<file path="config.mk">
export PLATFORM = sky130hd
export DESIGN_NAME = pipeline_stage
export DESIGN_NICKNAME = d
export VERILOG_FILES = /design/src/rtl/pipeline_stage.sv
export SDC_FILE = /design/constraint.sdc
export NUM_CORES = 2
export LEC_CHECK = 0
export BUFFER_PORTS_ARGS = -buffer_cell sky130_fd_sc_hd__buf_2
export CORE_MARGIN = 8
export CORE_UTILIZATION = 40
export CTS_BUF_LIST = sky130_fd_sc_hd__clkbuf_8
export DETAILED_ROUTE_END_ITERATION = 10
export HOLD_SLACK_MARGIN = 0.1
export SLEW_MARGIN = 5
export SYNTH_ARGS = -nofsm -noshare
export SYNTH_HDL_FRONTEND = slang
export SYNTH_SLANG_ARGS = --single-unit
</file>
<file path="constraint.sdc">
create_clock -name clk -period 8.75 [get_ports clk]
set_input_delay 0 -clock clk [delete_from_list [all_inputs] [get_ports clk]]
set_output_delay 0 -clock clk [all_outputs]
set_load 0.02 [all_outputs]
</file>
<file path="src/rtl/pipeline_stage.sv">
// One feature slice of the SV dot-product chain, plus result_counter, which files
// each finished chain total into a per-instance result slot.

module pipeline_stage #(
    parameter int DATA_SIZE  = 25,
    parameter int ACCUM_SIZE = 48,
    parameter int NUM_FEAT   = 2,
    parameter int IDX        = 0
) (
    input  logic                               clk,
    input  logic                               rst,
    input  logic                               start_inner,
    input  logic                               last_inner,
    input  logic [DATA_SIZE-1:0]               sv,
    input  logic [NUM_FEAT-1:0][DATA_SIZE-1:0] curr_vector_in,
    input  logic [ACCUM_SIZE-1:0]              accum_in,
    output logic [NUM_FEAT-1:0][DATA_SIZE-1:0] curr_vector_out,
    output logic [ACCUM_SIZE-1:0]              accum_out
);
    typedef struct packed {
        logic                 start;
        logic                 last;
        logic [DATA_SIZE-1:0] sv;
    } ctl_t;

    ctl_t ctl_in, ctl_d;
    assign ctl_in = {start_inner, last_inner, sv};

    // Control and SV are skewed by IDX so they meet the test vector arriving IDX cycles late.
    generate
        if (IDX == 0) begin : g_nodly
            assign ctl_d = ctl_in;
        end else begin : g_dly
            ctl_t [IDX-1:0] dly;
            always_ff @(posedge clk) begin
                if (rst) begin
                    dly <= '0;
                end else begin
                    dly[0] <= ctl_in;
                    for (int i = 1; i < IDX; i++) dly[i] <= dly[i-1];
                end
            end
            assign ctl_d = dly[IDX-1];
        end
    endgenerate

    // Low ACCUM_SIZE bits of a product depend only on the low ACCUM_SIZE bits of its
    // sign-extended operands, so multiplying at accumulator width gives extend-or-truncate.
    logic [ACCUM_SIZE-1:0] sv_ext, x_ext, prod, psum, psum_base;
    assign sv_ext    = ACCUM_SIZE'($signed(ctl_d.sv));
    assign x_ext     = ACCUM_SIZE'($signed(curr_vector_in[IDX]));
    assign prod      = sv_ext * x_ext;
    assign psum_base = ctl_d.start ? '0 : psum;

    always_ff @(posedge clk) begin
        if (rst) begin
            psum            <= '0;
            accum_out       <= '0;
            curr_vector_out <= '0;
        end else begin
            psum            <= psum_base + prod;
            curr_vector_out <= curr_vector_in;
            if (ctl_d.last) accum_out <= accum_in + psum_base + prod;
        end
    end
endmodule


</file>
==> run metrics <==
Worst Tran Pin Value 0.941 ns; synth unique cells 71; RePlAce Congestion 0.875; slowest CP cell fa_1; CP max stage delay 0.54 ns; syn_nets 4882; Post-synth ARST share 0%; CTS Root Cell clkbuf_8; Worst path most repeated cell fa_1; Synth Register Bits 146; detailed-router iteration count before antenna repair 6; Max Buffers Root-to-Sink 2; number of I/O port buffers 224; DR vias/cell 4.82; Clock Pin Slew Worst Setup and Hold Paths 0.10 ns; commonest non-fill, non-tap cell in the layout inv_1; grt total ovfl 0; crit-path max FO 13; Most used DFF post-synth dfxtp_1; DIE HEIGHT 307 um; DRC 0; Final Max Tran Viols 0; clock sinks 146; Post-synth EDFFs 0; H-tree levels 4; status finished, final reports clean; Hold Fails Final Rpt 0; Min-Delay Path Class primary input to register; largest net degree at the start of global routing 87; syn avg cell area 8.81 um2; Final nets 5481; num rows 106; Critical Path RT 9.22 ns; worst-skew pair later-pin latency 0.59 ns; DRT Wirelength 88700 um; Max Cap Viol 0; core area 0.0837 mm2; Max Clk Rate 0.118 GHz; GRT Total Usage 19.2%; number of antenna violations at the first check in global routing 16; post-detail-place hpwl 76500 um; most frequent cells in the layout inv_1, fa_1, buf_4; Initial Utilization 40.4%; Cell Area, Synth 0.0338 mm2; post-synthesis sequential area ratio 8.65%; Finish-stage setup viols 0; Ys Warns 0; Area Growth Syn to Fin 20.0%; cells after synthesis 3835; TritonCTS clock tree built; crit start category primary input; fin crit share 96.5%; setup TNS 0 ns; IO Count 225; post-route antenna net violation count 0; Die Width 307 um; WL/cell 15.9 um; endpoint type of the worst setup path register; skew final 0.0268 ns; share of layout cells above drive strength 1 17.4%; Tmin final 8.44 ns; first-pass GRT wire length 145000 um; full die area 0.0940 mm2; Crit Path Category primary input to register; relative slew slack 36.9%; number of global-route vias before repair 28500; drt initial violations 1046; Worst EP arrival 8.91 ns; detailed-route via count 26900; CTS Buf Count 17
kinds of logic after synthesis:
family / after synthesis / share of synthesized area, %
xor gates and xnor gates: 140 / 3.63
buffers and inverters: 1011 / 11.4
AOI/OAI and AO/OA: 469 / 9.15
DFF: 146 / 8.65
adders and majority gates: 920 / 49.4
muxes: 28 / 0.837
and+or+nand+nor: 1121 / 16.9
timing repair:
| item | in CTS | in global routing |
|---|---|---|
| hold endpoints to repair | 127 | 0 |
| setup endpoints to repair | 1 | 19 |
| buffers inserted | 0 | 6 |
| gates resized for setup | 3 | 74 |
| pin swaps | 0 | 16 |
| hold buffers | 75 | 0 |
| cloned | 0 | 0 |
critical path: cells and delay by family:
| kind | cells | cell delay [ns] |
|---|---|---|
| simple gates | 4 | 0.47 |
| xor+xnor | 1 | 0.12 |
| buf+inv | 9 | 0.86 |
| compound gates | 15 | 3.12 |
| fa+ha+maj | 10 | 4.35 |
registers in the layout, summed over array words and instances, names as in the netlist:
register,flops
accum_out,48
curr_vector_out,50
psum,48
cells in the mapped netlist (all sizes together) (17+ instances only):
| cell | n | share of area, % |
|---|---|---|
| nand2 | 386 | 4.3 |
| mux2i | 26 | 0.77 |
| xnor2 | 89 | 2.3 |
| a21o | 96 | 2.1 |
| nand2b | 72 | 1.3 |
| ha | 231 | 8.6 |
| a31oi | 17 | 0.31 |
| a21oi | 137 | 2.0 |
| o21bai | 23 | 0.51 |
| o21ai | 78 | 1.2 |
| fa | 689 | 41 |
| inv | 850 | 9.4 |
| nor2b | 86 | 1.6 |
| nand3 | 24 | 0.36 |
| xor2 | 51 | 1.3 |
| dfxtp | 146 | 8.7 |
| and2 | 314 | 5.8 |
| nor2 | 133 | 1.5 |
| clkbuf | 152 | 1.8 |
| o21a | 24 | 0.53 |
| nand4 | 20 | 0.37 |
| nor3 | 24 | 0.36 |
routing by layer:
layer / wire length, um / track usage (%) / vias up
met2: 48100 / 35.6 / 445
met1: 34100 / 22.0 / 13500
met3: 3060 / 2.89 / 167
met4: 3340 / 7.69 / 14
li1: - / - / 12800
met5: 87 / 0 / -
metrics by stage:
stage          hold slack, ns  cells  instance area [um2]  setup slack, ns  utilization, %
6_report                0.165   5589                40500            0.309            48.4
5_1_grt                 0.137   5586                40500          -0.0870            48.4
4_1_cts                 0.102   5575                40200           0.0243            48.0
3_5_place_dp            0.214   5468                39000           -0.734            46.6
3_3_place_gp            0.206   5468                39000           -0.588            46.6
2_1_floorplan           0.128   3835                33800           0.0180               -
final timing paths:
path	start	slack, ns	depth (start not counted)	endpoint
max	sv[9]	0.31	39	accum_out[40]
min	curr_vector_in[46]	0.17	3	curr_vector_out[46]
max reg2reg	psum[4]	4.76	15	accum_out[22]
min reg2reg	accum_out[44]	0.46	2	accum_out[44]
cell type report:
type                    count  area (um2)
clock inverters            14         136
fillers                  8261       43200
multi-input cells        2678       27300
inverters                 850        3190
diodes                      8        20.0
well taps                1134        1420
repair buffers            741        5330
flip-flops and latches    146        2920
clock buffers              18         248
Power is not shown: default switching activity piles up to over one toggle a cycle in this logic, so the estimate is an artifact.
